**src/rtl/line_buffer_ctrl.sv**
```systemverilog
// Frame sequencer for the 3x3 line buffer: adds the zero border around an IMG_W x IMG_W
// raster stream, drives the push strobe, and tracks which pushes complete an in-image window.
module line_buffer_ctrl #(
  parameter int IMG_W  = 224,
  parameter int DATA_W = 8
) (
  input  logic                       clk,
  input  logic                       rst,
  input  logic                       start,
  input  logic [DATA_W-1:0]          in_data,
  input  logic                       in_valid,
  output logic                       in_ready,
  output logic                       lb_shift,
  output logic [DATA_W-1:0]          lb_pixel,
  output logic                       win_valid,
  input  logic                       win_ready,
  output logic [$clog2(IMG_W)-1:0]   win_row,
  output logic [$clog2(IMG_W)-1:0]   win_col,
  output logic                       busy,
  output logic                       done
);

  localparam int PW = IMG_W + 2;
  localparam int CW = $clog2(PW);
  localparam int OW = $clog2(IMG_W);
  localparam logic [CW-1:0] LAST = CW'(PW - 1);
  localparam logic [CW-1:0] TWO  = CW'(2);

  typedef enum logic [1:0] {IDLE, STREAM, FLUSH} state_t;

  state_t          state_q, state_d;
  logic [CW-1:0]   r_q, r_d, c_q, c_d;
  logic            pend_q, pend_d;
  logic [OW-1:0]   pend_row_q, pend_row_d, pend_col_q, pend_col_d;
  logic            win_valid_q, win_valid_d;
  logic [OW-1:0]   win_row_q, win_row_d, win_col_q, win_col_d;
  logic            done_q, done_d;

  logic can_go, border;

  // A push is only allowed once the window currently shown has been taken,
  // otherwise the line buffer would overwrite it.
  assign can_go = !win_valid_q || win_ready;
  assign border = (r_q == '0) || (r_q == LAST) || (c_q == '0) || (c_q == LAST);

  always_comb begin
    in_ready = 1'b0;
    lb_shift = 1'b0;
    lb_pixel = '0;
    case (state_q)
      STREAM: begin
        if (border) begin
          lb_shift = can_go;
        end else begin
          in_ready = can_go;
          lb_shift = in_valid && can_go;
          lb_pixel = in_data;
        end
      end
      FLUSH:   lb_shift = can_go;
      default: ;
    endcase
  end

  always_comb begin
    state_d     = state_q;
    r_d         = r_q;
    c_d         = c_q;
    pend_d      = pend_q;
    pend_row_d  = pend_row_q;
    pend_col_d  = pend_col_q;
    win_valid_d = win_valid_q && !win_ready;
    win_row_d   = win_row_q;
    win_col_d   = win_col_q;
    done_d      = 1'b0;

    if (state_q == IDLE && start) begin
      state_d = STREAM;
      r_d     = '0;
      c_d     = '0;
    end

    if (lb_shift) begin
      // The window completed by the previous push lands in the window registers now.
      win_valid_d = pend_q;
      if (pend_q) begin
        win_row_d = pend_row_q;
        win_col_d = pend_col_q;
      end
      if (state_q == STREAM) begin
        pend_d     = (r_q >= TWO) && (c_q >= TWO);
        pend_row_d = OW'(r_q - TWO);
        pend_col_d = OW'(c_q - TWO);
        if (r_q == LAST && c_q == LAST) begin
          state_d = FLUSH;
          r_d     = '0;
          c_d     = '0;
        end else if (c_q == LAST) begin
          c_d = '0;
          r_d = r_q + 1'b1;
        end else begin
          c_d = c_q + 1'b1;
        end
      end else begin
        pend_d  = 1'b0;
        state_d = IDLE;
        done_d  = 1'b1;
      end
    end
  end

  always_ff @(posedge clk) begin
    if (rst) begin
      state_q     <= IDLE;
      r_q         <= '0;
      c_q         <= '0;
      pend_q      <= 1'b0;
      pend_row_q  <= '0;
      pend_col_q  <= '0;
      win_valid_q <= 1'b0;
      win_row_q   <= '0;
      win_col_q   <= '0;
      done_q      <= 1'b0;
    end else begin
      state_q     <= state_d;
      r_q         <= r_d;
      c_q         <= c_d;
      pend_q      <= pend_d;
      pend_row_q  <= pend_row_d;
      pend_col_q  <= pend_col_d;
      win_valid_q <= win_valid_d;
      win_row_q   <= win_row_d;
      win_col_q   <= win_col_d;
      done_q      <= done_d;
    end
  end

  assign win_valid = win_valid_q;
  assign win_row   = win_row_q;
  assign win_col   = win_col_q;
  assign done      = done_q;
  assign busy      = (state_q != IDLE);

endmodule
```
**config.mk**
```make
export PLATFORM = sky130hd
export DESIGN_NAME = line_buffer_ctrl
export DESIGN_NICKNAME = d
export VERILOG_FILES = /design/src/rtl/line_buffer_ctrl.sv
export SDC_FILE = /design/constraint.sdc
export NUM_CORES = 1
export LEC_CHECK = 0
export ABC_AREA = 1
export CORE_MARGIN = 3
export CORE_UTILIZATION = 25
export DETAILED_ROUTE_END_ITERATION = 8
export DONT_BUFFER_PORTS = 1
export GPL_TIMING_DRIVEN = 1
export SETUP_SLACK_MARGIN = 0.5
export SKIP_LAST_GASP = 1
export SLEW_MARGIN = 5
export SYNTH_ARGS = -nofsm -noshare
export SYNTH_HDL_FRONTEND = slang
export SYNTH_SLANG_ARGS = --single-unit
```
**constraint.sdc**
```tcl
create_clock -name clk -period 2.25 [get_ports clk]
set_input_delay 0.45 -clock clk [delete_from_list [all_inputs] [get_ports clk]]
set_output_delay 0.45 -clock clk [all_outputs]
set_load 0.05 [all_outputs]
```
==> impl_metrics.tcl, run 1 <==
set metrics [dict create \
    criticalPathCategory "flip-flop to output pin" \
    clk_latency_ps 290 \
    status "finished, final reports clean" \
    synth_top_area_cell "dfxtp_1" \
    fmax_ghz 0.454 \
    antenna_cells 0 \
    core_area_um2 13900 \
    min_from "rst" \
    n_fill_cell 1461 \
    synth_edf_count 0 \
    critPathMaxFanout 2 \
    cts_hold_buffers 0 \
    drv_cap 0 \
    final_util 0.350 \
    die_height_um 126 \
    min_path_type "primary input to flip-flop" \
    r2r_slack_ps 120 \
    cp-end-kind "output pin" \
    yosys_warnings 0 \
    worst_slew_pin_slew_ps 999 \
    report.final.slew_viol_count 0 \
    clk_pin_slew_ps 70 \
    critPathSlowestCell "dfxtp_4" \
    clock_skew_ps 3.32 \
    synth_area_per_cell_um2 6.09 \
    dp_worst_setup_slack_ps 234 \
    power.leakage_nw 2.19 \
    syn_to_final_growth_pct 36.6 \
    synthFlopType "dfxtp_1" \
    initial_core_util 0.257 \
    ir_drop_mv 0.456 \
    cp.required_ps 1800 \
    ys_seq_area_frac 0.297 \
    crit_path_cell_trace "buf_12 > ha_4 > nand3_4 > nor2_8 > nor2_4 > nand3_2 > nand2_4 > nand2_8 > nand2_8 > clkinvlp_4" \
    period_needed_ps 2200 \
    reg2reg_from "c_q[0]" \
    ff_latch_area_um2 1080 \
    synth_nets 615 \
    min_path_cells 1 \
    multi_input_area_um2 2260 \
    worstHoldEndpoint "c_q[1]" \
    clock-sinks 53 \
    drt-pass1-iter-count 5 \
    totalPowerFinal_mw 2.20 \
    cts_buffer_depth 2 \
    min_period_over_period 0.978 \
    drive_gt1_frac 0.258 \
    synthArstFlopShare 0 \
    grtUsageTotal 0.132 \
    rows 43 \
    setup_ws_ps 49.2 \
    via_per_inst 4.58 \
    synth_top_cell_area_share 0.297 \
    hold_viol 0 \
    cpMostUsedCell "nand2_8" \
    detailedPlacementHpwl_um 6710 \
    antenna_found_initial 0 \
    ys_ff_latch 53 \
    r2r-end "pend_col_q[1]" \
    finalSetupViolCount 0 \
    syn_area_um2 3580 \
    grt_pass1_wl_um 17400 \
    cp.arrival_ps 1750 \
    io_pins 42 \
    powerDensity_nw_per_um2 451 \
    synthTopCellsByArea "dfxtp_1 (30%), nand2_1 (17%), inv_1 (9.8%)" \
    synth_cell_types 28 \
    rr_worst_depth 16 \
    syn_inst 587 \
    final_cell_mix "nand2_1 (145), inv_1 (84), nor2_1 (62)" \
    htree_levels 2 \
    gp_congestion 0.889 \
    grt_start_max_net_pins 45 \
    die_w_um 126 \
    globalRouteOverflowTotal 0 \
    portBuffers 0 \
    grt_pass1_vias 3487 \
    rsz0062_at_grt "yes" \
    drc 0 \
    wirelength_um 10800 \
    cts_root_buf "clkbuf_16" \
    numCtsBuffers 5 \
    layout.nets 651 \
    cts_tree "built" \
    worst_setup_path_start_kind "flip-flop" \
    dieArea_um2 15800 \
    vias 3684 \
    cp_slowest_stage_delay_ps 360 \
    slew-limit-headroom 0.330 \
    ant_nets 0 \
    setup_tns_ps 0 \
    dr.first_iter.drc_count 347 \
    wl_per_cell_um 13.4 \
    final_common_cell "nand2_1" \
]
[state kept, by name, summed over array words and instances (netlist names)]
name and cells:
win_col 8, done 1, state_q 2, r_q 8, pend_q 1, win_row 8
c_q 8, pend_col_q 8, pend_row_q 8, win_valid 1
[layout make-up]
class,count,share of cell area
well taps,180,0.0461
clock buffers,7,0.0315
flip-flops and latches,53,0.222
multi-input cells,397,0.464
inverters,110,0.0881
repair buffers,56,0.147
clock inverters,1,0.00179
[what timing repair did]
action	in CTS	in global routing
gates resized for setup	6	53
pin swaps	7	8
setup endpoints to repair	63	64
setup buffers	9	12
cloned	4	5
[worst max-delay path by stage]
| stage | start | cells after the start | endpoint | slack (ps) |
|---|---|---|---|---|
| 5_1_grt | c_q[0] | 9 | lb_pixel[5] | -7 |
| 4_1_cts | c_q[0] | 10 | lb_shift | 40 |
| 2_1_floorplan | c_q[1] | 11 | lb_shift | 240 |
| 6_report | c_q[0] | 10 | lb_shift | 50 |
| 3_3_place_gp | c_q[3] | 12 | win_col[2] | 260 |
| 3_5_place_dp | c_q[0] | 13 | win_col[2] | 230 |
[through the flow]
stage                     instance area [µm²]  instances  hold slack (ps)
after global routing                     4880        804              197
after CTS                                4550        787              203
after floorplan                          3750        587              455
after detailed placement                 4180        766              476
final                                    4880        804              206
after global placement                   4180        766              477
[synthesized netlist by cell type (4+ instances only)]
cell and n:
dfxtp_1 53, ha_1 15, buf_1 4, xor2_1 9, buf_2 11, nand2_1 164
o21ai_0 12, nor2_1 76, a21oi_1 18, clkbuf_1 12, inv_1 93, inv_2 14
nand4_1 38, nand3_1 43
[power breakdown]
part	internal, mW	switching [mW]
registers	0.942	0.00547
clock network	0.484	0.376
logic	0.158	0.239
total	1.58	0.620
[layer usage]
metal / vias up / share of wire / global-route usage
li1: 1891 / - / -
met1: 1649 / 0.46 / 0.181
met2: 119 / 0.45 / 0.208
met3: 25 / 0.068 / 0.0295
met4: 0 / 0.024 / 0.0364
met5: - / 0 / 0
[logic make-up (layout without fill, tap and decap cells)]
group / after synthesis / after routing / synth area share
AOI/OAI and AO/OA: 30 / 30 / 0.0420
DFF: 53 / 53 / 0.297
xor gates and xnor gates: 11 / 11 / 0.0269
buffers and inverters: 140 / 174 / 0.156
adders and majority gates: 15 / 15 / 0.0525
and+or+nand+nor: 338 / 341 / 0.426
[critical path: cells and delay by family (launching register included)]
kind          cells  cell delay [ps]
fa+ha+maj         1              160
simple gates      7              560
buf+inv           2              350
flops             1              360
(Power assumes the default switching activity.)
==> inputs of run 2 (changes only) <==
- HOLD_SLACK_MARGIN: unset -> 0.1
==> results of run 2 <==
No change in the layout: final DEF, timing and power equal those of run 1.
==> inputs of run 3 (changes only) <==
- CTS_CLUSTER_DIAMETER: unset -> 50
- CTS_CLUSTER_SIZE: unset -> 8
==> results of run 3 <==
No change in the layout: final DEF, timing and power equal those of run 1.
